$ cat src/rtl/ctrl_pipe_if.sv
// ctrl_pipe_if: control-word pipeline bus between the control unit, hazard logic and the pipeline.
interface ctrl_pipe_if #(
  parameter int CW     = 10,
  parameter int STAGES = 4,
  parameter int CNT_W  = 16
);
  logic [CW-1:0]        dec_word;
  logic                 dec_valid;
  logic                 stall_ld;
  logic                 stall_miss;
  logic                 flush;
  logic [STAGES*CW-1:0] stage_word;
  logic [STAGES-1:0]    stage_valid;
  logic [CNT_W-1:0]     bubble_cnt;
  logic [CNT_W-1:0]     stall_cnt;
  logic [CNT_W-1:0]     flush_cnt;
  modport master (
    output dec_word, dec_valid, stall_ld, stall_miss, flush,
    input  stage_word, stage_valid, bubble_cnt, stall_cnt, flush_cnt
  );
  modport slave (
    input  dec_word, dec_valid, stall_ld, stall_miss, flush,
    output stage_word, stage_valid, bubble_cnt, stall_cnt, flush_cnt
  );
endinterface

$ cat src/rtl/ctrl_pipe_gen.sv
// ctrl_pipe_gen: decode-to-writeback control-word pipeline with stall, freeze, flush and saturating perf counters.
module ctrl_pipe_gen #(
  parameter int CW          = 10,
  parameter int STAGES      = 4,
  parameter int FLUSH_DEPTH = 2,
  parameter int CNT_W       = 16
) (
  input logic         clk,
  input logic         rst,
  ctrl_pipe_if.slave  bus
);
  logic [CW-1:0]     word_q [STAGES];
  logic [CW-1:0]     word_d [STAGES];
  logic [CW-1:0]     adv_w  [STAGES];
  logic [STAGES-1:0] valid_q, valid_d, adv_v;
  logic [CNT_W-1:0]  bubble_q, bubble_d, stall_q, stall_d, flush_q, flush_d;
  logic              ld_eff;
  assign ld_eff = bus.stall_ld & ~bus.stall_miss & ~bus.flush;
  for (genvar g = 0; g < STAGES; g++) begin : g_stage
    if (g == 0) begin : g_head
      assign adv_w[g] = bus.dec_word & {CW{bus.dec_valid}};
      assign adv_v[g] = bus.dec_valid;
    end else begin : g_tail
      assign adv_w[g] = word_q[g-1];
      assign adv_v[g] = valid_q[g-1];
    end
    assign bus.stage_word[g*CW +: CW] = word_q[g];
  end
  assign bus.stage_valid = valid_q;
  assign bus.bubble_cnt  = bubble_q;
  assign bus.stall_cnt   = stall_q;
  assign bus.flush_cnt   = flush_q;
  // Bubbles always carry word=0 so downstream gating can ignore valid.
  always_comb begin
    for (int i = 0; i < STAGES; i++) begin
      automatic logic kill = bus.flush & ((i < FLUSH_DEPTH) | ((i == FLUSH_DEPTH) & ~bus.stall_miss));
      automatic logic hold = ~kill & (bus.stall_miss | (bus.stall_ld & ~bus.flush & (i == 0)));
      automatic logic bub  = kill | (ld_eff & (i == 1));
      word_d[i]  = bub ? '0   : hold ? word_q[i]  : adv_w[i];
      valid_d[i] = bub ? 1'b0 : hold ? valid_q[i] : adv_v[i];
    end
    bubble_d = (ld_eff & ~&bubble_q) ? bubble_q + CNT_W'(1) : bubble_q;
    stall_d  = (bus.stall_miss & ~&stall_q) ? stall_q + CNT_W'(1) : stall_q;
    flush_d  = (bus.flush & ~&flush_q) ? flush_q + CNT_W'(1) : flush_q;
  end
  always_ff @(posedge clk) begin
    if (rst) begin
      word_q   <= '{default: '0};
      valid_q  <= '0;
      bubble_q <= '0;
      stall_q  <= '0;
      flush_q  <= '0;
    end else begin
      word_q   <= word_d;
      valid_q  <= valid_d;
      bubble_q <= bubble_d;
      stall_q  <= stall_d;
      flush_q  <= flush_d;
    end
  end
endmodule

$ cat src/flat_wrapper.sv
// flat-port wrapper written by rule: the top's interface ports become plain ports
module ctrl_pipe_gen_flat 
#(
  parameter int CW          = 10,
  parameter int STAGES      = 4,
  parameter int FLUSH_DEPTH = 2,
  parameter int CNT_W       = 16
)
  (clk, rst, bus_dec_word, bus_dec_valid, bus_stall_ld, bus_stall_miss, bus_flush, bus_stage_word, bus_stage_valid, bus_bubble_cnt, bus_stall_cnt, bus_flush_cnt);
  ctrl_pipe_if #(.CW(CW), .STAGES(STAGES), .CNT_W(CNT_W)) bus_i ();
  input logic clk;
  input logic rst;
  input wire logic [$bits(bus_i.dec_word)-1:0] bus_dec_word;
  input wire logic [$bits(bus_i.dec_valid)-1:0] bus_dec_valid;
  input wire logic [$bits(bus_i.stall_ld)-1:0] bus_stall_ld;
  input wire logic [$bits(bus_i.stall_miss)-1:0] bus_stall_miss;
  input wire logic [$bits(bus_i.flush)-1:0] bus_flush;
  output wire logic [$bits(bus_i.stage_word)-1:0] bus_stage_word;
  output wire logic [$bits(bus_i.stage_valid)-1:0] bus_stage_valid;
  output wire logic [$bits(bus_i.bubble_cnt)-1:0] bus_bubble_cnt;
  output wire logic [$bits(bus_i.stall_cnt)-1:0] bus_stall_cnt;
  output wire logic [$bits(bus_i.flush_cnt)-1:0] bus_flush_cnt;
  assign bus_i.dec_word = bus_dec_word;
  assign bus_i.dec_valid = bus_dec_valid;
  assign bus_i.stall_ld = bus_stall_ld;
  assign bus_i.stall_miss = bus_stall_miss;
  assign bus_i.flush = bus_flush;
  assign bus_stage_word = bus_i.stage_word;
  assign bus_stage_valid = bus_i.stage_valid;
  assign bus_bubble_cnt = bus_i.bubble_cnt;
  assign bus_stall_cnt = bus_i.stall_cnt;
  assign bus_flush_cnt = bus_i.flush_cnt;
  ctrl_pipe_gen #(.CW(CW), .STAGES(STAGES), .FLUSH_DEPTH(FLUSH_DEPTH), .CNT_W(CNT_W)) u_core (.clk(clk), .rst(rst), .bus(bus_i));
endmodule
$ cat config.mk
export PLATFORM = sky130hd
export DESIGN_NAME = ctrl_pipe_gen_flat
export DESIGN_NICKNAME = d
export VERILOG_FILES = /design/src/rtl/ctrl_pipe_if.sv /design/src/rtl/ctrl_pipe_gen.sv /design/src/flat_wrapper.sv
export SDC_FILE = /design/constraint.sdc
export NUM_CORES = 1
export LEC_CHECK = 0
export CORE_UTILIZATION = 40
export DETAILED_ROUTE_END_ITERATION = 6
export PLACE_DENSITY = 0.67
export SLEW_MARGIN = 25
export SYNTH_ARGS = -nofsm -noshare
export SYNTH_HDL_FRONTEND = slang
export SYNTH_SLANG_ARGS = --single-unit
$ cat constraint.sdc
create_clock -name clk -period 2.1 [get_ports clk]
set_clock_uncertainty 0.2 [all_clocks]
set_input_delay 0.42 -clock clk [delete_from_list [all_inputs] [get_ports clk]]
set_output_delay 0.42 -clock clk [all_outputs]
set_load 0.03 [all_outputs]
==> results of run 1 <==
worst min-delay path: stages (launching register included):
cell and delay, ns:
dfxtp_1 0.34, nand2_1 0.06, a21oi_1 0.05
final timing paths:
check | to | slack, ns | depth (start not counted)
worst max-delay path | bus_stage_word[19] | 0.04 | 1
worst min-delay path | u_core.bus.stage_word[14]$_SDFFE_PP0N_ | 0.27 | 2
worst max register to register | u_core.bus.flush_cnt[11]$_SDFFE_PP0P_ | 0.11 | 4
worst min register to register | u_core.bus.stage_word[14]$_SDFFE_PP0N_ | 0.27 | 2
layer usage:
metal,part of all wire [%],up-vias,track usage [%]
met3,5.9,12,3.96
li1,-,1998,-
met4,1.5,0,6.85
met5,0,-,0
met1,47,1854,25.3
met2,45,104,29.9
final cells by class:
type,count,area (um2),share of cell area [%]
timing repair buffer,141,1340,23.3
tap,136,170,2.96
sequential,92,1840,32.0
clock buffer,9,124,2.15
clock inverter,7,78.8,1.37
inverter,7,26.3,0.457
multi-input combinational,356,2170,37.8
report_power, final:
part           internal (uW)  switching [uW]  total [uW]  leakage [uW]
logic                    103             140         243       0.00177
registers               1760            18.6        1780      0.000742
clock network            474             720        1190      0.000102
metrics by stage:
step / cells / hold WS (ns) / area, um2
after CTS: 747 / 0.261 / 5670
after global routing: 748 / 0.289 / 5750
final: 748 / 0.274 / 5750
after global placement: 731 / 0.255 / 5510
after floorplan: 504 / 0.245 / 4310
after detailed placement: 731 / 0.262 / 5510
what timing repair did:
item / CTS / global route
pin swaps: 2 / 2
endpoints found under the setup margin: 46 / 37
setup buffers: 0 / 1
cloned: 0 / 0
gates resized for setup: 47 / 25
cells in the final DEF, fill, tap and decap left out, drive strengths merged, types with 11 or more instances in the layout:
cell type      synthesis  routed
dlygate4sd2            0      45
clkdlybuf4s50          0      39
buf                   34      36
a21oi                 54      54
nand3                 30      30
mux2i                 25      25
dlymetal6s2s           0      21
dfxtp                 92      92
inv                    7      11
o21ai                 15      15
nor2                  52      52
or3                   13      13
nand4                 15      15
nand2                 51      51
sequential cells by signal, summed over array words and instances, names as in the netlist:
register                cells
u_core.bus.stage_word      40
u_core.bus.bubble_cnt      16
u_core.bus.stall_cnt       16
u_core.bus.stage_valid      4
u_core.bus.flush_cnt       16
logic make-up after synthesis:
family / Yosys count / synth area share (%)
xor gates and xnor gates: 4 / 0.813
and+or+nand+nor: 219 / 26.4
buffers and inverters: 56 / 7.58
DFF: 92 / 42.7
muxes: 32 / 7.64
AOI/OAI and AO/OA: 98 / 13.9
adders and majority gates: 3 / 0.871
==> impl_metrics.env, run 1 <==
export IMPL_die_h_um=106
export IMPL_dpl_hpwl_um=7720
export IMPL_cp_data_required_time_ns=1.48
export IMPL_async_flop_share_pct=0
export IMPL_grt_max_degree=37
export IMPL_dieWidth_um=106
export IMPL_crit_chain="clkdlybuf4s50_1"
export IMPL_clkSinkCount=92
export IMPL_slowest_stage="clkdlybuf4s50_1"
export IMPL_final_setup_viol_count=0
export IMPL_drive_above_1_share_pct=12.7
export IMPL_nNetsFinal=626
export IMPL_synth_top_area_share_pct=42.7
export IMPL_hp_class="flop to flop"
export IMPL_drt_total_wl_um=10500
export IMPL_synth_edf_count=0
export IMPL_layout_setup_ws_ns=0.0444
export IMPL_via_per_inst=5.30
export IMPL_crit_arrival_ns=1.44
export IMPL_setup_tns_ns=0
export IMPL_gp_congestion=0.845
export IMPL_finalCritPeriodShare_pct=97.9
export IMPL_synth_most_common_cell="dfxtp_1"
export IMPL_pre_cts_ws_ns=-0.410
export IMPL_ir_drop_v=0.000303
export IMPL_grt_overflow=0
export IMPL_critPathMaxStageDelay_ns=0.70
export IMPL_leakage_uw=0.00261
export IMPL_power_density_nw_per_um2=559
export IMPL_synth_seq_cells=92
export IMPL_grt_pass1_wl_um=17200
export IMPL_area_growth_pct=33.5
export IMPL_path_clk_slew_ns=0.11
export IMPL_track_usage_pct=18.9
export IMPL_synth_cells=504
export IMPL_routedWlPerCell_um=14.1
export IMPL_outcome="finished, final reports clean"
export IMPL_ys_warn_count=0
export IMPL_period_minus_slack_ns=2.06
export IMPL_min_from="u_core.bus.stage_word[14]$_SDFFE_PP0N_"
export IMPL_rsz0062_at_grt="true"
export IMPL_vias=3968
export IMPL_synth_flop_cell="dfxtp_1"
export IMPL_htree_levels=3
export IMPL_synth_nets=523
export IMPL_nFillCells=990
export IMPL_finish_utilization_pct=55.5
export IMPL_yosys_area_top_type="dfxtp_1"
export IMPL_worstSkewPairLatency_ns=0.36
export IMPL_drv_slew=0
export IMPL_cts_tree="yes"
export IMPL_drtIter0Drc=111
export IMPL_initial_core_util_pct=41.6
export IMPL_die_area_um2=11200
export IMPL_drv_cap=0
export IMPL_synth_distinct_cells=46
export IMPL_hold_viol=0
export IMPL_antennaDiodeCount=0
export IMPL_start_kind="flop"
export IMPL_netlist_area_um2=4310
export IMPL_dr_pass1_iters=4
export IMPL_worstMarginPinSlew_ns=0.420
export IMPL_worst_path_buf_inv=1
export IMPL_crit_family="buffers and inverters"
export IMPL_ys_top_cells_by_area="dfxtp_1 43%, a21oi_1 6.3%, mux2i_1 5.8%"
export IMPL_r2r_start="u_core.bus.flush_cnt[2]$_SDFFE_PP0P_"
export IMPL_ios=108
export IMPL_numPortBuffers=107
export IMPL_syn_avg_cell_area_um2=8.55
export IMPL_slew_headroom_pct=71.8
export IMPL_holdBufCountCts=0
export IMPL_cts_root_buf="clkbuf_8"
export IMPL_ant_nets=0
export IMPL_antenna_found_initial=0
export IMPL_max_freq_mhz=486
export IMPL_crit_start="u_core.bus.stage_word[19]$_SDFFE_PP0N_"
export IMPL_power_uw=3220
export IMPL_path_max_fanout=3
export IMPL_cts_max_path_buffers=2
export IMPL_drc_errors=0
export IMPL_crit_type="flop to output port"
export IMPL_worstSetupEndpointType="output port"
export IMPL_synth_commonest_cells="92 x dfxtp_1, 54 x a21oi_1, 52 x nor2_1"
export IMPL_synth_seq_area_share_pct=42.7
export IMPL_coreArea_um2=10400
export IMPL_rows=37
export IMPL_grt_pass1_vias=3604
export IMPL_cts_buffers=9
Note: power is estimated with default switching activity, not from simulation.
==> inputs of run 2 (changes only) <==
- SLEW_MARGIN: 25 -> 40
==> results of run 2 <==
The final DEF is identical to that of run 1; final timing and power are the same.
